==> src/rtl/cam_pkg.sv <==
// Shared constants and FSM encoding for the camera capture writer.
package cam_pkg;

    localparam int H_ACTIVE = 640;
    localparam int V_ACTIVE = 480;
    localparam int PIX_W    = 12;

    typedef enum logic [1:0] {
        WAIT_VS_HIGH = 2'd0,
        WAIT_VS_LOW  = 2'd1,
        CAPTURE      = 2'd2
    } cap_state_e;

endpackage

==> src/rtl/sync_edge_det.sv <==
// Registers one camera control line and reports its level plus one-cycle
// rise/fall pulses derived from the registered value.
module sync_edge_det (
    input  logic clk,
    input  logic rst,
    input  logic d,
    output logic level,
    output logic rise,
    output logic fall
);

    logic lvl_q, lvl_d;
    logic prev_q, prev_d;

    // Next values: sample the raw input, keep one cycle of history.
    always_comb begin
        lvl_d  = d;
        prev_d = lvl_q;
    end

    // Input register plus history register.
    always_ff @(posedge clk) begin
        if (rst) begin
            lvl_q  <= 1'b0;
            prev_q <= 1'b0;
        end else begin
            lvl_q  <= lvl_d;
            prev_q <= prev_d;
        end
    end

    assign level = lvl_q;
    assign rise  = lvl_q & ~prev_q;
    assign fall  = ~lvl_q & prev_q;

endmodule

==> src/rtl/cam_capture_writer.sv <==
// Captures an RGB444 byte stream from a camera and writes 12-bit pixels to
// an external FIFO, checking frame geometry on the way.
//
// state        | meaning
// WAIT_VS_HIGH | after reset: wait for vsync high so we never join mid-frame
// WAIT_VS_LOW  | between frames: vsync low marks frame start
// CAPTURE      | assembling pixels; vsync rising edge marks frame end
module cam_capture_writer #(
    parameter int H_ACTIVE = cam_pkg::H_ACTIVE,
    parameter int V_ACTIVE = cam_pkg::V_ACTIVE
) (
    input  logic                      clk,
    input  logic                      rst,
    input  logic                      cam_vsync,
    input  logic                      cam_href,
    input  logic [7:0]                cam_data,
    input  logic                      fifo_full,
    output logic                      fifo_wr_en,
    output logic [cam_pkg::PIX_W-1:0] fifo_din,
    output logic                      frame_done,
    output logic                      frame_err,
    output logic                      overflow,
    output logic [9:0]                o_x_count,
    output logic [8:0]                o_y_count
);

    import cam_pkg::*;

    localparam logic [9:0] X_MAX = 10'(H_ACTIVE);
    localparam logic [8:0] Y_MAX = 9'(V_ACTIVE);

    logic vs_lvl, vs_rise, vs_fall;
    logic href_lvl, href_rise, href_fall;

    cap_state_e        state_q, state_d;
    logic [7:0]        data_q, data_d;
    logic [3:0]        r_q, r_d;
    logic              phase_q, phase_d;
    logic [9:0]        x_q, x_d;
    logic [8:0]        y_q, y_d;
    logic              wr_q, wr_d;
    logic [PIX_W-1:0]  din_q, din_d;
    logic              done_q, done_d;
    logic              err_q, err_d;
    logic              ovf_q, ovf_d;

    sync_edge_det u_vsync (
        .clk   (clk),
        .rst   (rst),
        .d     (cam_vsync),
        .level (vs_lvl),
        .rise  (vs_rise),
        .fall  (vs_fall)
    );

    sync_edge_det u_href (
        .clk   (clk),
        .rst   (rst),
        .d     (cam_href),
        .level (href_lvl),
        .rise  (href_rise),
        .fall  (href_fall)
    );

    // Next-state, pixel assembly, counters and status flags.
    always_comb begin
        state_d = state_q;
        data_d  = cam_data;
        r_d     = r_q;
        phase_d = phase_q;
        x_d     = x_q;
        y_d     = y_q;
        wr_d    = 1'b0;
        din_d   = din_q;
        done_d  = 1'b0;
        err_d   = err_q;
        ovf_d   = ovf_q;

        case (state_q)
            WAIT_VS_HIGH: begin
                if (vs_lvl) state_d = WAIT_VS_LOW;
            end

            WAIT_VS_LOW: begin
                // Only ever entered with vsync high, so a fall is the first low.
                if (vs_fall) begin
                    state_d = CAPTURE;
                    x_d     = '0;
                    y_d     = '0;
                    phase_d = 1'b0;
                    ovf_d   = 1'b0;
                    err_d   = 1'b0;
                end
            end

            CAPTURE: begin
                if (href_rise && (y_q == Y_MAX)) err_d = 1'b1;

                // A vsync rise takes precedence: the byte arriving with it is dropped.
                if (href_lvl && !vs_rise) begin
                    if (y_q == Y_MAX) begin
                        err_d = 1'b1;
                    end else begin
                        phase_d = ~phase_q;
                        if (!phase_q) begin
                            r_d = data_q[3:0];
                        end else if (x_q == X_MAX) begin
                            err_d = 1'b1;
                        end else begin
                            x_d = x_q + 10'd1;
                            if (fifo_full) begin
                                ovf_d = 1'b1;
                            end else begin
                                wr_d  = 1'b1;
                                din_d = {r_q, data_q};
                            end
                        end
                    end
                end

                if (href_fall) begin
                    if (phase_q) err_d = 1'b1;
                    if (x_q != X_MAX) err_d = 1'b1;
                    if (x_q != '0) y_d = y_q + 9'd1;
                    x_d     = '0;
                    phase_d = 1'b0;
                end

                if (vs_rise) begin
                    if (href_lvl) err_d = 1'b1;
                    phase_d = 1'b0;
                    state_d = WAIT_VS_LOW;
                    done_d  = (y_d == Y_MAX) && !err_d;
                end
            end

            default: state_d = WAIT_VS_HIGH;
        endcase
    end

    // State and datapath registers.
    always_ff @(posedge clk) begin
        if (rst) begin
            state_q <= WAIT_VS_HIGH;
            data_q  <= '0;
            r_q     <= '0;
            phase_q <= 1'b0;
            x_q     <= '0;
            y_q     <= '0;
            wr_q    <= 1'b0;
            din_q   <= '0;
            done_q  <= 1'b0;
            err_q   <= 1'b0;
            ovf_q   <= 1'b0;
        end else begin
            state_q <= state_d;
            data_q  <= data_d;
            r_q     <= r_d;
            phase_q <= phase_d;
            x_q     <= x_d;
            y_q     <= y_d;
            wr_q    <= wr_d;
            din_q   <= din_d;
            done_q  <= done_d;
            err_q   <= err_d;
            ovf_q   <= ovf_d;
        end
    end

    assign fifo_wr_en = wr_q;
    assign fifo_din   = din_q;
    assign frame_done = done_q;
    assign frame_err  = err_q;
    assign overflow   = ovf_q;
    assign o_x_count  = x_q;
    assign o_y_count  = y_q;

endmodule

==> config.mk <==
export PLATFORM = sky130hd
export DESIGN_NAME = cam_capture_writer
export DESIGN_NICKNAME = d
export VERILOG_FILES = /design/src/rtl/cam_pkg.sv /design/src/rtl/sync_edge_det.sv /design/src/rtl/cam_capture_writer.sv
export SDC_FILE = /design/constraint.sdc
export NUM_CORES = 1
export LEC_CHECK = 0
export CAP_MARGIN = 20
export CORE_ASPECT_RATIO = 1.5
export CORE_MARGIN = 3
export CORE_UTILIZATION = 40
export CTS_CLUSTER_SIZE = 25
export DETAILED_ROUTE_END_ITERATION = 8
export PLACE_DENSITY = 0.71
export SYNTH_ARGS = -nofsm -noshare
export SYNTH_HDL_FRONTEND = slang
export SYNTH_SLANG_ARGS = --single-unit
==> constraint.sdc <==
create_clock -name clk -period 2.63 [get_ports clk]
set_input_delay 0.6575 -clock clk [delete_from_list [all_inputs] [get_ports clk]]
set_output_delay 0.6575 -clock clk [all_outputs]
set_load 0.03 [all_outputs]
Word level (Yosys, flattened, before mapping)
Cells that the tools add are included.

Register bits after elaboration: 54. Output and inout bits: 35. Logic and storage cells: 111.

$add $sub $neg: 2. Equal/unequal tests: 20. Muxes and demuxes: 42. Bitwise gates (word level): 15. Reduce and logical (&&, ||, !) cells: 17.

Operator list (number): $mux 10 (6); $mux 9 (4); $mux 1 (23); $pmux 10 s2 (1); $eq 9x9->1 const B (2); $pmux 9 s2 (1); $ne 2x2->1 const B (6); $ne 3x3->1 const B (4); $reduce_and 6->1 (2); $not 1->1 (11); $add 10x1->10 const B (1); $eq 10x10->1 const B (1); $ne 10x10->1 const B (1); $reduce_bool 10->1 (1); $add 9x1->9 const B (1); $ne 4x4->1 const B (2); $reduce_and 4->1 (2); $reduce_and 7->1 (1); $mux 2 (3); $pmux 1 s2 (3); $pmux 2 s3 (1); $reduce_or 6->1 (1); $and 1x1->1 (4); $ne 2x1->1 const B (2); other kinds (9) (12).

Longest topological paths before layout
Gate-level depths: netlist of run 1.

Word-level depth: 16. Depth in mapped cells: 9. Mapped depth without buffers: 7.

Cells and area by module
A second synthesis of run 1 with hierarchy kept.

Cells, all modules: 291. Area total of the unflattened synthesis: 2616.3 sq um.

By module, submodules not included: cam_capture_writer (instances 1, cells an instance 279, area an instance 2486.1 sq um, seq. area each 1001.0 sq um); sync_edge_det (instances 2, cells an instance 6, area an instance 65.1 sq um, seq. area each 40.0 sq um).

Worst setup path after synthesis of run 1
OpenSTA, ideal clock, no wires.

Path type: flip-flop to flip-flop. Start: reg x_q[0], in the netlist o_x_count[0]. End: reg done_q, in the netlist frame_done. Data arrival time: 2109 ps. Data required time: 2570 ps. Path slack: 462 ps. Cell stages (with the launch flop): 8. Path buffers: 0. Cell sequence: dfxtp_1 -> inv_1 -> ha_1 -> nor4b_4 -> a31o_4 -> or4_4 -> a221oi_2 -> o311a_1.

Cells in the longest elaborated chain, start to end: 13.

RTL lines: from (decl) (RTL line cam_capture_writer.sv:39) `logic [9:0] x_q, x_d;`; from (signal assigned) (RTL line cam_capture_writer.sv:148) `x_q <= '0;`; from (signal assigned) (RTL line cam_capture_writer.sv:160) `x_q <= x_d;`; $eq 10x10->1 (RTL line cam_capture_writer.sv:107) `end else if (x_q == X_MAX) begin`; $mux 1 (RTL line cam_capture_writer.sv:107); $mux 1 (RTL line cam_capture_writer.sv:105) `if (!phase_q) begin`; $mux 1 (RTL line cam_capture_writer.sv:101) `if (y_q == Y_MAX) begin`; $mux 1 (RTL line cam_capture_writer.sv:100) `if (href_lvl && !vs_rise) begin`; $mux 1 (RTL line cam_capture_writer.sv:122) `if (phase_q) err_d = 1'b1;`; $mux 1 (RTL line cam_capture_writer.sv:123) `if (x_q != X_MAX) err_d = 1'b1;`; $mux 1 (RTL line cam_capture_writer.sv:121) `if (href_fall) begin`; $mux 1 (RTL line cam_capture_writer.sv:130) `if (href_lvl) err_d = 1'b1;`; $mux 1 (RTL line cam_capture_writer.sv:129) `if (vs_rise) begin`; $mux 1 (RTL line cam_capture_writer.sv:79) `case (state_q)`; $logic_not 1->1 (RTL line cam_capture_writer.sv:133) `done_d = (y_d == Y_MAX) && !err_d;`; $logic_and 1x1->1 (*) (RTL line cam_capture_writer.sv:133); to (signal assigned) (RTL line cam_capture_writer.sv:164) `done_q <= done_d;`; to (decl) (RTL line cam_capture_writer.sv:43) `logic done_q, done_d;`.

Mark *: on every way between the ends. The rest lies on a longest branch, timed or not. The select of a mux whose other input is x is not followed. A chain may end at the register's enable or synchronous reset.

Worst setup path in the final report of run 1
Start: reg y_q[0], in the netlist o_y_count[0]. End: reg din_q[2], in the netlist fifo_din[2].

Cells in the longest elaborated chain, start to end: 3.

RTL lines: from (decl) (RTL line cam_capture_writer.sv:40) `logic [8:0] y_q, y_d;`; from (signal assigned) (RTL line cam_capture_writer.sv:161) `y_q <= y_d;`; $eq 9x9->1 (RTL line cam_capture_writer.sv:101); $not 1->1 (no line); $reduce_and 6->1 (no line); to (signal assigned) (RTL line cam_capture_writer.sv:163) `din_q <= din_d;`; to (decl) (RTL line cam_capture_writer.sv:42) `logic [PIX_W-1:0] din_q, din_d;`.

Every way passes these cells.

==> results of run 1 <==
## layout by cell type, fill, tap and decap left out, types with 3 or more instances in the layout
cell and n:
buf_4 5, o21ai_0 16, xor2_1 3, and3_1 8, or3_1 5, dfxtp_1 54, a311oi_1 4, nand3_1 13
nand2_1 13, nor2_1 38, clkdlybuf4s50_1 47, inv_1 11, mux2i_1 20, ha_1 9, nand2b_1 7, nor2b_1 13
a41oi_1 3, a21oi_1 16, nor3_1 3, and2_1 4, nand4_1 10, clkbuf_8 5
## metal layers
| layer | routed length, um | GRT usage | share of wire |
|---|---|---|---|
| met1 | 2550 | 0.1919 | 0.42 |
| met2 | 3044 | 0.2829 | 0.51 |
| met3 | 317 | 0.03272 | 0.053 |
| met4 | 96 | 0.06452 | 0.016 |
| met5 | 0 | 0 | 0 |
## worst max-delay path, delay by kind of cell, from the launching register on
| kind | cells | cell delay (ns) |
|---|---|---|
| simple gates | 4 | 1.08 |
| flops | 1 | 0.45 |
| mux | 1 | 0.30 |
| buf+inv | 1 | 0.12 |
| fa+ha+maj | 1 | 0.20 |
## cells by family after synthesis
family | Yosys count | synth area share
AND/OR/NAND/NOR | 126 | 0.2661
adder cells (fa/ha/maj) | 9 | 0.04292
buffers and inverters | 26 | 0.04340
XOR/XNOR | 4 | 0.01335
multiplexers | 20 | 0.07630
AO/OA/AOI/OAI | 56 | 0.1459
flip-flops | 54 | 0.4120
## how the worst max path moves through the flow
stage / slack (ns) / from / end
3_3_place_gp: 0.23 / o_x_count[0] / frame_done
6_report: 0.36 / o_y_count[0] / fifo_din[2]
5_1_grt: 0.11 / o_y_count[1] / fifo_din[5]
4_1_cts: 0.16 / o_x_count[0] / frame_done
3_5_place_dp: 0.18 / o_x_count[0] / frame_done
2_1_floorplan: 0.46 / o_x_count[0] / frame_done
## where the power goes
| part | leakage, nW | switching (mW) | total [mW] | internal (mW) |
|---|---|---|---|---|
| combinational | 0.802 | 0.161 | 0.275 | 0.114 |
| sequential | 0.438 | 0.0218 | 0.862 | 0.840 |
| clock | 0.0506 | 0.307 | 0.507 | 0.200 |
| total | 1.29 | 0.490 | 1.64 | 1.15 |
## through the flow
stage	worst slack (ns)	instances	utilization	instance area [sq um]
global placement	0.2342	406	0.5033	3152
detailed placement	0.1841	406	0.5033	3152
CTS	0.1591	414	0.5189	3249
floorplan	0.4619	295	-	2624
global route	0.1120	414	0.5199	3256
finish	0.3596	414	0.5199	3256
## state kept, by name, summed over array words and instances, names as in the netlist
signal	flops
fifo_din	12
o_x_count	10
o_y_count	9
data_q	8
r_q	4
state_q	2
fifo_wr_en	1
frame_done	1
frame_err	1
overflow	1
phase_q	1
u_href.level	1
u_href.prev_q	1
u_vsync.level	1
u_vsync.prev_q	1
## cell type report
cell class	instances	area (sq um)
Inverter	11	41.29
Sequential cell	54	1081
Tap cell	74	92.59
Clock buffer	5	68.82
Clock inverter	3	28.78
Fill cell	577	3007
Multi-Input combinational cell	215	1435
Timing Repair Buffer	52	508.0
==> results_dict.tcl, run 1 <==
set metrics [dict create \
    outcome "complete, no violations" \
    crit_path_end_kind "flip-flop" \
    final_layout_size_suffix_gt1_frac 0.07353 \
    port_buffers 47 \
    diodes 0 \
    cts_tree "yes" \
    min_path_cells 2 \
    yosysUniqueCellTypes 48 \
    hold_slack_ns 0.4734 \
    irDropWorstVdd_v 0.0003936 \
    core_sq_mm 0.006262 \
    p_leak_nw 1.291 \
    finalCriticalPeriod_ns 2.270 \
    routabilityCongestion 0.7939 \
    cts_hold_buffers 0 \
    post-cts-setup-buffer-count 0 \
    yosysSeqAreaShare 0.4120 \
    drv_cap 0 \
    hp-class "reg2reg" \
    rows 35 \
    cts_resized 0 \
    syn_area_sq_mm 0.002624 \
    grt_pass1_vias 2280 \
    ys_seq_elements 54 \
    die_y_um 105.2 \
    synth_edf_count 0 \
    power.density_mw_per_mm2 505.0 \
    finalCritPeriodShare 0.8633 \
    r2r_end "fifo_din[2]" \
    max-slew-margin-rel 0.5855 \
    cts-root-buf "clkbuf_8" \
    initial_utilization 0.4190 \
    synth.area.top_cells "dfxtp_1 (41%), mux2i_1 (7.6%), nor2_1 (5.4%)" \
    cts_made_buffers 5 \
    synth_top_area_share 0.4120 \
    worstPathArrival_ns 2.47 \
    synth_fp_nets 317 \
    drt-total-wl_mm 6.009 \
    crit_type "reg2reg" \
    rr_worst_depth 7 \
    hold_viol 0 \
    skew_ns 0.01139 \
    cts_buffer_depth 2 \
    nets 361 \
    cp-start-kind "flip-flop" \
    io_pins 48 \
    grt_overflow 0 \
    synthArstFlopShare 0 \
    first_pass_iters 4 \
    grt_use_total 0.1634 \
    min-delay-start "data_q[4]" \
    routed_via_density 5.473 \
    path_cells "inv_1 -> ha_1 -> and3_1 -> nand3_1 -> nand4_2 -> mux2i_1 -> nor2_1" \
    whs_endpoint "fifo_din[4]" \
    grt_pass1_wl_mm 10.18 \
    r2r_slack_ns 0.36 \
    setup_viol 0 \
    synth_top_cell_by_area "dfxtp_1" \
    routedWlPerCell_um 14.51 \
    setup-tns-final_ns 0 \
    crit_slowest_cell "nand4_2" \
    rsz0062_at_grt "no" \
    cp_max_fo 13 \
    tightest_slew_ns 0.6198 \
    max_stage_delay_ns 0.53 \
    synthFlopType "dfxtp_1" \
    area.growth.synth_to_final_pct 24.08 \
    finalPower_mw 1.644 \
    ant_nets 0 \
    vias 2266 \
    cts-htree-levels 2 \
    path_clk_slew_ns 0.11 \
    grt_antenna_before_repair 0 \
    grt_max_degree 38 \
    dieWidth_um 72.13 \
    insertion_delay_ns 0.32 \
    post-synth-top-count-cell "dfxtp_1" \
    crit-reg2reg-launch "o_y_count[0]" \
    drtIter0Drc 91 \
    dpl.hpwl_mm 4.397 \
    crit_required_ns 2.83 \
    fmax_mhz 440.4 \
    drc 0 \
    synthTopCellsByCount "dfxtp_1 (54), nor2_1 (38), mux2i_1 (20)" \
    yosysWarningCount 0 \
    drv_slew 0 \
    design.die.area_sq_mm 0.007587 \
    avgSynthCellArea_sq_um 8.894 \
    syn-instance-count 295 \
    cts_sinks 54 \
]
Note: power is estimated with default switching activity, not from simulation.
==> run 2: changes to the inputs <==
Settings changed: CORE_UTILIZATION 40 to 52, PLACE_DENSITY 0.71 to 0.86.
==> results_dict.tcl, run 2 (synthesis results as in run 1) <==
set metrics [dict create \
    cts-root-buf "clkbuf_8" \
    cts_buffer_depth 2 \
    dieWidth_um 64 \
    rows 31 \
    setup_viol 0 \
    cp_num_buf_inv 1 \
    path_clk_slew_ns 0.10 \
    max-slew-margin-rel 0.5652 \
    crit_required_ns 1.97 \
    drv_slew 0 \
    p_leak_nw 1.298 \
    insertion_delay_ns 0.32 \
    post-cts-setup-buffer-count 0 \
    irDropWorstVdd_v 0.0004245 \
    final_common_cell "dfxtp_1" \
    initial_utilization 0.5412 \
    drtIter0Drc 142 \
    final_cell_mix "dfxtp_1 (54), clkdlybuf4s50_1 (47), nor2_1 (38)" \
    drc 0 \
    hp-class "reg2reg" \
    largest_register_ffs 12 \
    sw_frac_of_total 0.2914 \
    crit_slowest_cell "clkdlybuf4s50_1" \
    max_stage_delay_ns 0.74 \
    finalPower_mw 1.626 \
    io_pins 48 \
    setup-tns-final_ns 0 \
    diodes 0 \
    rsz0062_at_grt "no" \
    drv_cap 0 \
    path_cells "clkdlybuf4s50_1" \
    design.die.area_sq_mm 0.005952 \
    grt_pass1_wl_mm 9.929 \
    grt_antenna_before_repair 0 \
    routabilityCongestion 0.9486 \
    grt_overflow 0 \
    crit_type "reg2out" \
    power.density_mw_per_mm2 499.1 \
    p_seq_frac 0.530 \
    final_layout_size_suffix_gt1_frac 0.07872 \
    cts-htree-levels 2 \
    cts_made_buffers 5 \
    die_y_um 93.00 \
    routedWlPerCell_um 14.43 \
    cts_sinks 54 \
    cp-start-kind "flip-flop" \
    cp_max_fo 10 \
    hold_viol 0 \
    cp_top_family "buffers and inverters" \
    fmax_mhz 447.4 \
    finalCritPeriodShare 0.8499 \
    routed_via_density 5.660 \
    switchingPower_mw 0.4738 \
    worstPathArrival_ns 1.58 \
    ant_nets 0 \
    drt-total-wl_mm 5.900 \
    dpl.hpwl_mm 4.517 \
    outcome "complete, no violations" \
    core_sq_mm 0.004848 \
    port_buffers 47 \
    crit_path_end_kind "primary output" \
    vias 2315 \
    cts_hold_buffers 0 \
    intPower_mw 1.152 \
    power_frac_comb 0.173 \
    clkPwrFrac 0.298 \
    nets 364 \
    finalCriticalPeriod_ns 2.235 \
    grt_pass1_vias 2226 \
    cts_tree "yes" \
    first_pass_iters 4 \
    grt_max_degree 22 \
    tightest_slew_ns 0.6509 \
    cts_resized 0 \
    skew_ns 0.009969 \
    grt_use_total 0.2050 \
    area.growth.synth_to_final_pct 24.18 \
]
==> run 2: cell count changes in the layout (fill, tap and decap cells not counted) <==
cell        before  now
a31oi_1          1    2
a31oi_2          1    0
inv_8            1    0
clkinvlp_4       0    1
buf_4            5    8
==> run 2: area by class of cell <==
cell class,count,area [sq um]
multi-input combinational,215,1429
timing repair buffer,55,530.5
inverter,11,41.29
clock buffer,5,68.82
tap,66,82.58
sequential,54,1081
fill,397,1590
clock inverter,3,25.02
==> run 2: through the flow <==
step	util	setup WS, ns	area (sq um)	instances	hold slack, ns
6_report	0.6720	0.3948	3258	409	0.4709
5_1_grt	0.6720	0.2464	3258	409	0.5020
3_3_place_gp	0.6526	0.5417	3164	401	0.4414
3_5_place_dp	0.6526	0.4478	3164	401	0.4519
4_1_cts	0.6720	0.3925	3258	409	0.4766
2_1_floorplan	-	0.4619	2624	295	0.4365
==> run 2: power groups by stage <==
stage / combinational (mW) / clock, mW / sequential (mW)
global route: 0.316 / 0.517 / 0.865
global placement: 0.270 / 0 / 0.879
finish: 0.281 / 0.484 / 0.861
floorplan: 0.202 / 0 / 0.877
CTS: 0.281 / 0.492 / 0.861
detailed placement: 0.279 / 0 / 0.881
==> run 2: path summary, 6_finish.rpt <==
| path | start | endpoint | slack, ns | cells after the start |
|---|---|---|---|---|
| worst min register to register | data_q[6] | fifo_din[6] | 0.47 | 2 |
| worst min-delay path | data_q[6] | fifo_din[6] | 0.47 | 2 |
| worst max register to register | state_q[1] | o_x_count[8] | 0.44 | 7 |
| worst max-delay path | o_y_count[3] | o_y_count[3] | 0.39 | 1 |
==> run 2: per-layer routing <==
metal / track usage / vias to the layer above / part of all wire
met5: 0 / - / 0
met4: 0.06847 / 0 / 0.017
met3: 0.04688 / 10 / 0.056
met2: 0.3822 / 74 / 0.54
met1: 0.2227 / 1091 / 0.39
li1: - / 1140 / -
==> run 3: changes to the inputs <==
Settings changed: CORE_UTILIZATION 52 to 47, PLACE_DENSITY 0.86 to 0.83.
Clock period 2.63 ns to 2.05 ns, I/O delays scaled along.
==> results_dict.tcl, run 3 (synthesis results as in run 1) <==
set metrics [dict create \
    hp-class "reg2reg" \
    irDropWorstVdd_v 0.0005976 \
    crit_type "reg2reg" \
    grt_overflow 0 \
    r2r_end "frame_done" \
    fmax_mhz 484.7 \
    drv_slew 0 \
    final_layout_size_suffix_gt1_frac 0.1671 \
    grt_use_total 0.2095 \
    whs_endpoint "fifo_din[6]" \
    cts_sinks 54 \
    final_common_cell "dfxtp_1" \
    cts_made_buffers 5 \
    routed_via_density 5.693 \
    grt_antenna_before_repair 0 \
    cts-root-buf "clkbuf_8" \
    drv_cap 0 \
    first_pass_iters 4 \
    r2r_slack_ns -0.01 \
    min_path_cells 2 \
    clkPwrFrac 0.368 \
    die_y_um 97.51 \
    cts_tree "yes" \
    insertion_delay_ns 0.31 \
    cp_max_fo 7 \
    rr_worst_depth 8 \
    dp.cells 415 \
    ant_nets 0 \
    fin_cells 433 \
    hold_viol 0 \
    cts_buffer_depth 2 \
    power.density_mw_per_mm2 665.4 \
    finalCriticalPeriod_ns 2.063 \
    crit_required_ns 2.31 \
    grt_pass1_vias 2334 \
    nets 386 \
    p_seq_frac 0.467 \
    drt-total-wl_mm 6.704 \
    postLayoutSetupSlackWorst_ns -0.01317 \
    port_buffers 47 \
    drc 0 \
    tightest_slew_ns 0.3777 \
    design.die.area_sq_mm 0.006534 \
    initial_utilization 0.4964 \
    outcome "finished with violations" \
    skew_ns 0.009524 \
    power_frac_comb 0.165 \
    dieWidth_um 67.01 \
    switchingPower_mw 0.5930 \
    rsz0062_at_grt "yes" \
    routedWlPerCell_um 15.48 \
    diodes 0 \
    area.growth.synth_to_final_pct 35.62 \
    routabilityCongestion 0.8737 \
    dpl.hpwl_mm 4.712 \
    grt_max_degree 26 \
    crit_path_end_kind "flip-flop" \
    cp-start-kind "flip-flop" \
    setup_viol 1 \
    grt_pass1_wl_mm 10.67 \
    drtIter0Drc 164 \
    setup-tns-final_ns -0.01317 \
    min-delay-start "data_q[6]" \
    worstPathArrival_ns 2.33 \
    sw_frac_of_total 0.2505 \
    crit-reg2reg-launch "o_x_count[1]" \
    largest_register_ffs 12 \
    vias 2465 \
    final_cell_mix "dfxtp_1 (49), clkdlybuf4s50_1 (39), nor2_1 (38)" \
    nFillCells 422 \
    max-slew-margin-rel 0.7468 \
    p_leak_nw 1.566 \
    cts_hold_buffers 0 \
    cts-htree-levels 2 \
    finalPower_mw 2.368 \
    rows 32 \
    core_sq_mm 0.005285 \
    io_pins 48 \
    path_clk_slew_ns 0.10 \
    intPower_mw 1.775 \
    violations "setup timing" \
    finalCritPeriodShare 1.006 \
]
[run 3: changes by cell type in the layout (fill, tap and decap cells not counted), sizes merged, moves of 2 or more]
cell	change
dlymetal6s2s	+6
bufinv	+2
dlygate4sd2	+2
buf	+22
clkdlybuf4s50	-8
[run 3: worst max-delay path: stages, from the launching register on]
cell      delay (ns)
dfxtp_4         0.39
inv_2           0.05
ha_4            0.15
nor4b_4         0.13
buf_4           0.15
a31o_4          0.25
or4_4           0.48
a221oi_2        0.25
o311a_1         0.18
[run 3: what timing repair did]
item / CTS / global route
gates resized for setup: 2 / 21
pin swaps: 2 / 6
setup buffers: 1 / 9
endpoints found under the setup margin: 4 / 16
[run 3: how the worst max path moves through the flow]
stage	startpoint	to	slack, ns	cells past startpoint
detailed placement	state_q[1]	o_x_count[9]	0.002	7
floorplan	o_x_count[0]	frame_done	0.03	7
finish	o_x_count[1]	frame_done	-0.01	8
global route	o_x_count[1]	frame_done	-0.12	8
global placement	o_x_count[0]	frame_done	0.12	7
CTS	o_y_count[7]	o_y_count[7]	0.009	2
[run 3: final cells by class]
cell class	count	area, sq um	area share
multi-input cells	215	1470	0.4132
inverters	11	43.79	0.01231
well taps	68	85.08	0.02391
flip-flops and latches	54	1092	0.3070
clock inverters	2	60.06	0.01688
repair buffers	77	724.4	0.2036
clock buffers	6	82.58	0.02321
[run 3: power by group through the flow]
stage	Clock (mW)	Sequential [mW]	Combinational, mW
floorplan	0	1.12	0.259
global placement	0	1.13	0.359
detailed placement	0	1.13	0.366
CTS	0.889	1.10	0.370
global route	0.919	1.11	0.430
finish	0.871	1.11	0.391
[run 3: metrics by stage]
stage	instance area, sq um	worst slack, ns	util	hold WS [ns]
after CTS	3421	0.008720	0.6473	0.4860
after global routing	3558	-0.1163	0.6733	0.5258
final	3558	-0.01317	0.6733	0.4788
after floorplan	2628	0.02901	-	0.4365
after global placement	3273	0.1155	0.6193	0.4415
after detailed placement	3273	0.001884	0.6193	0.4640
[run 3: layer usage]
layer  track usage  routed length, um
met1        0.2233               2510
met2        0.3742               3688
met3       0.05208                344
met4       0.08906                161
met5             0                  0
